<file path="src/rtl/linear_layer_srl_fifo_hs.sv">
// Shift-register FIFO with full/empty handshake, element count and almost-full flag.
// Optional registered output stage: define LINEAR_LAYER_FIFO_OUTREG_EN.
module linear_layer_srl_fifo_hs #(
    parameter int unsigned DATA_WIDTH  = 32,
    parameter int unsigned DEPTH       = 16,
    parameter int unsigned ADDR_WIDTH  = 4,
    parameter int unsigned AFULL_LEVEL = 14
) (
    input  logic                  clk,
    input  logic                  reset,
    input  logic                  if_write_ce,
    input  logic                  if_write,
    input  logic [DATA_WIDTH-1:0] if_din,
    output logic                  if_full_n,
    output logic                  if_almost_full_n,
    input  logic                  if_read_ce,
    input  logic                  if_read,
    output logic [DATA_WIDTH-1:0] if_dout,
    output logic                  if_empty_n,
    output logic [ADDR_WIDTH+1:0] if_num_data_valid
);

    localparam int unsigned CNT_W = ADDR_WIDTH + 1;
    localparam int unsigned NV_W  = ADDR_WIDTH + 2;

    logic [DATA_WIDTH-1:0] srl [DEPTH];
    logic [CNT_W-1:0]      cnt;
    logic [CNT_W-1:0]      cnt_nxt;
    logic [ADDR_WIDTH-1:0] addr;
    logic [ADDR_WIDTH-1:0] addr_nxt;
    logic                  srl_empty_n;
    logic                  push;
    logic                  srl_pop;
    logic [DATA_WIDTH-1:0] head;

    assign push = if_write & if_write_ce & if_full_n;
    assign head = srl[addr];

    // Storage has no reset so it maps onto SRL primitives.
    always_ff @(posedge clk) begin
        if (push) begin
            srl[0] <= if_din;
            for (int unsigned i = 1; i < DEPTH; i++) begin
                srl[i] <= srl[i-1];
            end
        end
    end

    // Next count: push&pop leaves count and address unchanged while data shifts under the head.
    always_comb begin
        cnt_nxt = cnt;
        if (push && !srl_pop) begin
            cnt_nxt = cnt + CNT_W'(1);
        end else if (!push && srl_pop) begin
            cnt_nxt = cnt - CNT_W'(1);
        end
        addr_nxt = (cnt_nxt == '0) ? '0 : ADDR_WIDTH'(cnt_nxt - CNT_W'(1));
    end

    always_ff @(posedge clk or posedge reset) begin
        if (reset) begin
            cnt              <= '0;
            addr             <= '0;
            srl_empty_n      <= 1'b0;
            if_full_n        <= 1'b1;
            if_almost_full_n <= 1'b1;
        end else begin
            cnt              <= cnt_nxt;
            addr             <= addr_nxt;
            srl_empty_n      <= (cnt_nxt != '0);
            if_full_n        <= (cnt_nxt != CNT_W'(DEPTH));
            if_almost_full_n <= (cnt_nxt < CNT_W'(AFULL_LEVEL));
        end
    end

`ifdef LINEAR_LAYER_FIFO_OUTREG_EN
    logic                  out_valid;
    logic [DATA_WIDTH-1:0] out_data;
    logic                  pop;
    logic                  refill;

    assign pop     = if_read & if_read_ce & out_valid;
    // Output register takes the SRL head whenever it is empty or being drained this cycle.
    assign refill  = !out_valid || pop;
    assign srl_pop = refill & srl_empty_n;

    always_ff @(posedge clk or posedge reset) begin
        if (reset) begin
            out_valid <= 1'b0;
        end else if (refill) begin
            out_valid <= srl_empty_n;
        end
    end

    always_ff @(posedge clk) begin
        if (srl_pop) begin
            out_data <= head;
        end
    end

    assign if_dout           = out_data;
    assign if_empty_n        = out_valid;
    assign if_num_data_valid = NV_W'(cnt) + NV_W'(out_valid);
`else
    assign srl_pop           = if_read & if_read_ce & srl_empty_n;
    assign if_dout           = head;
    assign if_empty_n        = srl_empty_n;
    assign if_num_data_valid = NV_W'(cnt);
`endif

endmodule

</file>
<file path="config.mk">
export PLATFORM = sky130hd
export DESIGN_NAME = linear_layer_srl_fifo_hs
export DESIGN_NICKNAME = d
export VERILOG_FILES = /design/src/rtl/linear_layer_srl_fifo_hs.sv
export SDC_FILE = /design/constraint.sdc
export NUM_CORES = 1
export LEC_CHECK = 0
export ABC_AREA = 1
export CAP_MARGIN = 20
export CELL_PAD_IN_SITES_DETAIL_PLACEMENT = 0
export CELL_PAD_IN_SITES_GLOBAL_PLACEMENT = 2
export CORE_MARGIN = 10
export CORE_UTILIZATION = 44
export DETAILED_ROUTE_END_ITERATION = 6
export GPL_TIMING_DRIVEN = 0
export PLACE_DENSITY = 0.83
export SKIP_CTS_REPAIR_TIMING = 1
export SLEW_MARGIN = 30
export SYNTH_ARGS = -nofsm -noshare
export SYNTH_HDL_FRONTEND = slang
export SYNTH_SLANG_ARGS = --single-unit
</file>
<file path="constraint.sdc">
create_clock -name clk -period 22.9 [get_ports clk]
set_clock_uncertainty 0.2 [all_clocks]
set_input_delay 4.58 -clock clk [delete_from_list [all_inputs] [get_ports clk]]
set_output_delay 4.58 -clock clk [all_outputs]
set_load 0.02 [all_outputs]
</file>
# --- Word-level counts from Yosys, hierarchy flattened ---
# Memory sizes are Yosys's and may differ from the RTL's.
# Index checks and enable logic that the tools add are counted.
totals:
  ramBits: 512
  regBits: 12
  in_bits: 38
  memories: 1
  output_inout_bits: 41
memory_table:
  columns: ["memory", "words", "word_bits", "rd", "rd_clocked_by_memory_dff", "wr", "line", "source"]
  rows:
  - ["srl", 16, 32, 16, 0, 16, "26", "logic [DATA_WIDTH-1:0] srl [DEPTH];"]
op_classes:
  n_reduce_logical: 6
  n_eq_ne: 1
  n_mux: 5
  addsub: 3
  order_cmp: 1
  n_bitwise: 4
ops:
  columns: ["operator", "n"]
  rows:
  - ["$mux W5", 2]
  - ["$add A5 B1 Y5 const B", 1]
  - ["$logic_not A5 Y1", 1]
  - ["$lt A5 B4 Y1 const B", 1]
  - ["$ne A5 B5 Y1 const B", 1]
  - ["$reduce_bool A5 Y1", 1]
  - ["$sub A5 B1 Y5 const B", 1]
  - ["$and A1 B1 Y1", 4]
  - ["$mux W4", 1]
  - ["$sub A4 B1 Y4 const B", 1]
  - ["$logic_and A1 B1 Y1", 2]
  - ["$logic_not A1 Y1", 2]
  - ["$mux W1", 2]

# --- Longest topological paths before layout ---
# Gate-level depths: netlist (run 1).
logic_depth:
  depth_word: 8
  ltp_mapped: 12
  ltp_nobuf: 12

# --- Worst setup path before layout (run 1) ---
# No wires, ideal clock.
synth_path:
  kind: "input to register"
  from: "in if_write_ce"
  to: "reg addr[3]"
  setup_ns: 0.126
  path_slack_ns: 2.281
  arrival_ns: 20.294
  n_path_buf: 0
  path_stages: 10
  path_cell_list: "nand2_1 -> nor2_2 -> nand2_1 -> nand3_1 -> nand2_1 -> inv_1 -> ha_1 -> nand3_1 -> nor3_4 -> nor2_1"
synth_via:
  elab_chain_len: 8
  word_cells_on_any_way: 10
  cone_classes: "add/sub (1); mux (3); bitwise (2); reduce/logical (4)"
synth_lines:
  columns: ["element", "line", "source"]
  rows:
  - ["start: declaration", "11", "input logic if_write_ce,"]
  - ["$and A1 B1 Y1 * (2 in series)", "36", "assign push = if_write & if_write_ce & if_full_n;"]
  - ["named net push", "32", "logic push;"]
  - ["$logic_not A1 Y1", "54", "end else if (!push && srl_pop) begin"]
  - ["$logic_and A1 B1 Y1", "54", null]
  - ["$mux W5", "54", null]
  - ["$mux W5 *", "52", "if (push && !srl_pop) begin"]
  - ["named net cnt_nxt[0]", "28", "logic [CNT_W-1:0] cnt_nxt;"]
  - ["$sub A4 B1 Y4 / $logic_not A5 Y1 (equally long branches)", "57", "addr_nxt = (cnt_nxt == '0) ? '0 : ADDR_WIDTH'(cnt_nxt - CNT_W'(1));"]
  - ["$mux W4 *", "57", null]
  - ["named net addr_nxt[3]", "30", "logic [ADDR_WIDTH-1:0] addr_nxt;"]
  - ["end signal: assignment", "69", "addr <= addr_nxt;"]
  - ["end: declaration", "29", "logic [ADDR_WIDTH-1:0] addr;"]
# The timed path passes the listed nets; every way through them passes the cells marked *.

# --- Worst setup path in the final report (run 1) ---
layout_path:
  from: "reg addr[2]"
  to: "out if_dout[9]"
layout_via:
  elab_chain_len: 1
layout_lines:
  columns: ["element", "line", "source"]
  rows:
  - ["$mem_v2 Z16 W32", null, null]
  - ["end: declaration", "18", "output logic [DATA_WIDTH-1:0] if_dout,"]
# No other way between the ends.

==> results.md, run 1 <==
* Number of instances in the synthesized netlist at between 1000 and 1500
* Number of global-route vias before repair at 13173
* Via count normalized by instance count at ~5.8
* Number of synthesized register bits at roughly 520
* Worst ir drop on vdd at 93.1 uV
* Met3 wire length at roughly 4800 um
* Post-route DRC violation count at 0
* Antenna Violating Nets Remaining at 0
* Post-detail-place hpwl at 37300 um
* Fill count at 3916
* Worst Max-Slew Pin Slew at a little over 1000 ps
* Final Total Pwr at approximately 3.3 mW
* Crit end category: output port
* Period Utilization, post-route at 36.4%
* Uppermost layer routed: met4
* Via count at 13280
* Count of final max-slew check failures at 0
* Clock Tree Root: clkbuf_16
* CTS clock-pin slew for the worst setup and hold paths at 60 ps
* Net count after synthesis at around 1500
* Total length of routed wires at 54600 um
* Cell with the most instances after synthesis: edfxtp_1
* First-pass GRT wire length at between 80000 and 90000 um
* Type of the most critical hold path: reg2reg
* Final core utilization at 53.0%
* Post-Synthesis Cell Area at 20500 um2
* Setup TNS Final at 0 ps
* Number of antenna violations at the first check in global routing at 2
* Worst Setup Start Kind: flip-flop
* Total die area at about 56000 um2
* Most frequent cell on the critical path: clkbuf_1
* Part of the Yosys area used for sequential elements at 76.5%
* Total routing usage reported by global routing at approximately a fifth
* Unrepaired setup endpoints after global routing: no
* Worst path max stage delay at 640 ps
* Starting density of the core at between 40% and 50%
* Unique cell type count in the Yosys netlist at 25
* Run status: completed
* Area growth from synthesis to layout at 19.8%
* Clock Latency Late Sink at around 600 ps
* Number of levels the H-tree was split into at 2
* Average wire per standard cell at approximately 24 um
* Critical-path top delay cell: clkbuf_1
* Main flop type after synthesis: edfxtp_1
* Worst Path Class, Setup: reg2out
* Final min period at 8340 ps
* Met1 Routed Length at roughly 23000 um
* Iteration-0 DRC count of the detailed router at around 1500
* Core footprint at between 40000 and 50000 um2
* EDFF count, synth at about 510
* Most frequent cells after synthesis: edfxtp_1, nor2_1, o21ai_0
* Leakage at a little over 8 nW
* Clock tree from TritonCTS: done
* Final antenna diode count at 0
* CTS buffer count at between 50 and 60
* Maximum clock path buffer count at 3
* Async set or reset register ratio after synthesis at under 10%
* Number of nets at the end of the flow at around 1700
* Largest fanout on the critical path at 10
* Initial DRT Pass Iterations at 5
* Worst path cell trace: clkbuf_1 -> clkbuf_1 -> o221ai_1 -> o211ai_1 -> nand2_1 -> clkdlybuf4s50_1
* Total power per unit cell area at about 140 nW/um2
* Endpoint arrival time on the critical path at approximately 3600 ps
* Overall overflow remaining after global route at 0
* I/O pins at 79
* DIE HEIGHT at 236 um
* Required time of the critical path at around 18000 ps
* Maximum clock frequency at between 100 and 150 MHz
* Final setup vio count at 0
* Warnings, synthesis at 0
* Post-synth top area share at about 75%
* Slew HR at 31.6%
* Top post-synthesis cells by area: edfxtp_1, o21ai_0, nor2_1, o221ai_1, o211ai_1
* Area leader, netlist: edfxtp_1
* Die X-Extent at around 240 um
* Post-synthesis area per instance at 14.0 um2
* Gp weighted congestion at about 0.83
* Min-Delay Path Depth at 0
* TritonCTS Sinks at 524
* Cells on worst reg2reg path at 9
* Proportion of layout cells with a drive suffix above 1 at about a tenth
* Total number of placement rows at 79
* Maximum number of pins on one net before global-route repair at 27
* Port Buffers at just under 80
* Number of maximum-capacitance constraint violations at 0
* Met2 Wirelength at between 20000 and 25000 um
* Hold Violations, Final at 0
==> critical path, delay by kind of cell (launching register included) <==
kind | cells | cell delay [ps]
flip-flops | 1 | 360
buffers and inverters | 3 | 1800
AND/OR/NAND/NOR | 1 | 190
AO/OA/AOI/OAI | 2 | 590
==> placed cells by master, fill, tap and decap left out, types with 37 or more instances in the layout <==
| master | n |
|---|---|
| clkdlybuf4s50_1 | 77 |
| o211ai_1 | 37 |
| nor2_1 | 271 |
| o21ai_0 | 230 |
| edfxtp_1 | 512 |
| o221ai_1 | 91 |
| nand3_1 | 41 |
| o22ai_1 | 37 |
| nand2_1 | 66 |
| clkbuf_16 | 55 |
| clkbuf_1 | 69 |
==> cells by family (layout without fill, tap and decap cells) <==
group	Yosys count	after routing	share of synthesized area, %
and+or+nand+nor	383	383	7.37
xor gates and xnor gates	1	1	0.0428
AOI/OAI and AO/OA	422	422	12.7
buffers and inverters	127	332	3.19
adders and majority gates	3	3	0.183
DFF	524	524	76.5
other	1	1	0.0183
==> through the flow <==
| stage | area, um2 | cells | hold WS, ps | setup slack, ps |
|---|---|---|---|---|
| final | 24500 | 2273 | 237 | 14560 |
| after global routing | 24500 | 2273 | 241 | 14440 |
| after CTS | 24500 | 2273 | 234 | 14470 |
| after detailed placement | 22700 | 2172 | 226 | 15120 |
| after global placement | 22000 | 2145 | 223 | -4500 |
| after floorplan | 20500 | 1461 | 221 | 2280 |
==> power by group <==
| part | switching (mW) | internal (mW) |
|---|---|---|
| registers | 0.0452 | 1.16 |
| logic | 0.837 | 0.399 |
| clock network | 0.369 | 0.528 |
| total | 1.25 | 2.09 |
==> final timing paths <==
kind	start	endpoint	slack, ps
max in group asynchronous	reset	if_full_n$_DFF_PP1_	18040
worst min-delay path	srl[1][20]$_DFFE_PP_	srl[2][20]$_DFFE_PP_	240
worst max-delay path	addr[2]$_DFF_PP0_	if_dout[9]	14560
worst min register to register	srl[1][20]$_DFFE_PP_	srl[2][20]$_DFFE_PP_	240
worst max register to register	if_full_n$_DFF_PP1_	srl[6][24]$_DFFE_PP_	19900
min in group asynchronous	reset	cnt[4]$_DFF_PP0_	4100
==> sequential cells by signal, indices dropped and copies added, names as in the netlist <==
name	flops
cnt	5
if_empty_n	1
if_full_n	1
addr	4
if_almost_full_n	1
srl	512
==> metal layers <==
layer,vias up,GRT usage (%)
li1,5914,-
met1,6666,26.0
met2,594,29.4
met3,106,4.45
met4,0,7.07
met5,-,0
==> layout make-up <==
class / count / area, um2 / area share [%]
Buffer: 106 / 576 / 2.35
Clock buffer: 69 / 1460 / 5.95
Clock inverter: 32 / 339 / 1.38
Inverter: 21 / 78.8 / 0.321
Multi-Input combinational cell: 810 / 4160 / 16.9
Sequential cell: 524 / 15700 / 63.9
Tap cell: 607 / 759 / 3.10
Timing Repair Buffer: 104 / 1490 / 6.07
Power figures use the tool's default switching activity.
==> inputs of run 2 (changes only) <==
- CORE_UTILIZATION: 44 -> 40
- PLACE_DENSITY: 0.83 -> 0.8
- clock period: 22.9 -> 7.6 ns (I/O delays scaled with it)
==> run 2 against run 1 <==
Net effect:
- sequential cell count stayed put
- final area is 0.50% lower
- setup slack worse by 12000 ps
- largest cell class unchanged
- largest power group unchanged
==> results.md, run 2 (same netlist as run 1, synthesis figures left out) <==
* Most frequent cell on the critical path: clkbuf_1
* Met2 Wirelength at 25600 um (+2.2%)
* Post-route DRC violation count at 0 (unchanged)
* Area of the multi-input gates at 4180 um2 (+0.57%)
* Final core utilization at 48.5% (-4.6 points)
* Number of levels the H-tree was split into at 2 (unchanged)
* Setup TNS Final at 0 ps (unchanged)
* Core footprint at 50400 um2 (+8.9%)
* Hold Violations, Final at 0 (unchanged)
* Count of final max-slew check failures at 0 (unchanged)
* Total placed cells including tap cells at 2235 (+2.9%)
* Via count at 13244 (-0.27%)
* Critical-path top delay cell: clkbuf_1
* Met1 Routed Length at 24200 um (+3.9%)
* Most frequent cells in the layout: edfxtp_1, nor2_1, o21ai_0
* Largest fanout on the critical path at 10 (unchanged)
* Run status: completed
* Max reg flops at 512 (unchanged)
* DP Worst Slack at 2860 ps (-12260 ps)
* Port Buffers at 77 (unchanged)
* Number of maximum-capacitance constraint violations at 0 (unchanged)
* DIE HEIGHT at 246 um (+4.5%)
* Fill count at 4320 (+10%)
* Total length of routed wires at 55600 um (+1.8%)
* Layout Cell Area excl Fill at 24400 um2 (-0.50%)
* Required time of the critical path at 5880 ps (-12240 ps)
* CP bufs+invs at 3 (unchanged)
* Endpoint of the worst hold path: srl[2][10]$_DFFE_PP_
* Worst Path Class, Setup: reg2out
* Cells on worst reg2reg path at 12 (+3)
* CTS clock-pin slew for the worst setup and hold paths at 60 ps (about the same)
* Iteration-0 DRC count of the detailed router at 1580 (+5.8%)
* Type of the most critical hold path: reg2reg
* Final setup vio count at 0 (unchanged)
* Post-detail-place hpwl at 37600 um (+0.80%)
* Register bank with the most flops: srl
* Worst Max-Slew Pin Slew at 1020 ps (-8.64 ps)
* Uppermost layer routed: met5
* Worst flop-to-flop path endpoint: addr[2]$_DFF_PP0_
* Logic depth of the worst path, buffers included at 6 (unchanged)
* Maximum clock path buffer count at 3 (unchanged)
* Launch point of the worst hold path: srl[1][10]$_DFFE_PP_
* Endpoint arrival time on the critical path at 3700 ps (+140 ps)
* Layout Cells excl Fill at 2333 (+2.6%)
* CTS buffer count at 55 (+1.9%)
* Clock Tree Root: clkbuf_16
* Worst R2R Start: if_full_n$_DFF_PP1_
* Number of antenna violations at the first check in global routing at 2 (unchanged)
* Kind of cell with the highest combined delay on the critical path: buffers and inverters
* Initial DRT Pass Iterations at 5 (unchanged)
* Worst path max stage delay at 700 ps (+60 ps)
* Via count normalized by instance count at 5.68 (-2.8%)
* Proportion of layout cells with a drive suffix above 1 at 9.21% (-0.63 points)
* Period Utilization, post-route at between 70% and 80%
* Final antenna diode count at 0 (unchanged)
* Final min period at between 5000 and 6000 ps
* Most common library cell in the layout ignoring fill and taps: edfxtp_1
* Crit end category: output port
* Die X-Extent at 246 um (+4.5%)
* Least setup slack across all paths after layout at 2180 ps (-12390 ps)
* I/O pins at 79 (unchanged)
* Starting density of the core at 40.7% (-3.6 points)
* Total routing usage reported by global routing at 18.1% (-1.0 points)
* Antenna Violating Nets Remaining at 0 (unchanged)
* Met3 wire length at 4540 um (-6.0%)
* Area growth from synthesis to layout at 19.2%
* Gp weighted congestion at 0.810 (-2.7%)
* Total power per unit cell area at 403 nW/um2 (+200%)
* Leakage at 8.05 nW (-1.2%)
* Number of nets at the end of the flow at 1661 (-0.060%)
* Worst ir drop on vdd at 257 uV (+180%)
* Register-to-register setup slack at 4650 ps (-15250 ps)
* Min-Delay Path Depth at 0 (unchanged)
* Average wire per standard cell at 23.8 um (-0.82%)
* Number of global-route vias before repair at 13336 (+1.2%)
* Worst Hold Margin at 232 ps (-4.37 ps)
* Placed cell area at 22800 um2 (+0.32%)
* Total number of placement rows at 82 (+3.8%)
* Clock tree from TritonCTS: done
* Maximum clock frequency at about 180 MHz
* TritonCTS Sinks at 524 (unchanged)
* First-pass GRT wire length at 83700 um (+2.3%)
* Maximum number of pins on one net before global-route repair at 27 (unchanged)
* Overall overflow remaining after global route at 0 (unchanged)
* Unrepaired setup endpoints after global routing: no
* Slew HR at 32.2% (+0.58 points)
* Largest registers: srl x512, cnt x5, addr x4
* Footprint of the flip-flops and latches at 15700 um2 (unchanged)
* Worst Setup Start Kind: flip-flop
* Final Total Pwr at 9.84 mW (+200%)
* Clock Latency Late Sink at 600 ps (about the same)
* Total die area at 60700 um2 (+9.1%)
* Worst path cell trace: clkbuf_1 -> clkbuf_1 -> o221ai_1 -> o211ai_1 -> nand2_1 -> clkdlybuf4s50_1
## run 2: cell count changes in the layout (fill, tap and decap cells not counted), moves of 2 or more
cell,change
inv_6,+3
clkinv_1,+9
bufinv_16,-6
buf_8,-2
clkinvlp_4,-4
clkinv_2,-4
clkbuf_8,-3
## run 2: worst max-delay path by stage
| stage | start | to |
|---|---|---|
| final | addr[2]$_DFF_PP0_ | if_dout[9] |
| after global routing | addr[2]$_DFF_PP0_ | if_dout[9] |
| after CTS | addr[2]$_DFF_PP0_ | if_dout[9] |
| after detailed placement | addr[2]$_DFF_PP0_ | if_dout[9] |
| after global placement | if_write_ce | if_empty_n$_DFF_PP0_ |
| after floorplan | if_write_ce | addr[1]$_DFF_PP0_ |
## run 2: power by group
group | total (mW) | leakage [nW] | switching (mW) | internal [mW]
registers | 3.63 | 4.94 | 0.138 | 3.49
clock network | 2.46 | 0.786 | 1.10 | 1.36
logic | 3.75 | 2.33 | 2.55 | 1.20
## run 2: cell type report
| type | count | share of cell area (%) |
|---|---|---|
| Tap cell | 672 | 3.44 |
| Sequential cell | 524 | 64.2 |
| Buffer | 106 | 2.36 |
| Multi-Input combinational cell | 810 | 17.1 |
| Clock buffer | 67 | 5.82 |
| Inverter | 21 | 0.323 |
| Clock inverter | 31 | 0.728 |
| Timing Repair Buffer | 102 | 5.98 |
## run 2: layer usage
| layer | global-route usage (%) | vias up |
|---|---|---|
| met1 | 25.1 | 6684 |
| met2 | 27.8 | 556 |
| met3 | 3.90 | 90 |
| met4 | 6.12 | 2 |
| met5 | 0 | - |
| li1 | - | 5912 |
## run 2: worst register-to-register path, delay by kind of cell, from the launching register on
family,cells,cell delay (ps)
adder cells (fa/ha/maj),1,190
buffers and inverters,3,490
flip-flops,1,600
AND/OR/NAND/NOR,8,1340
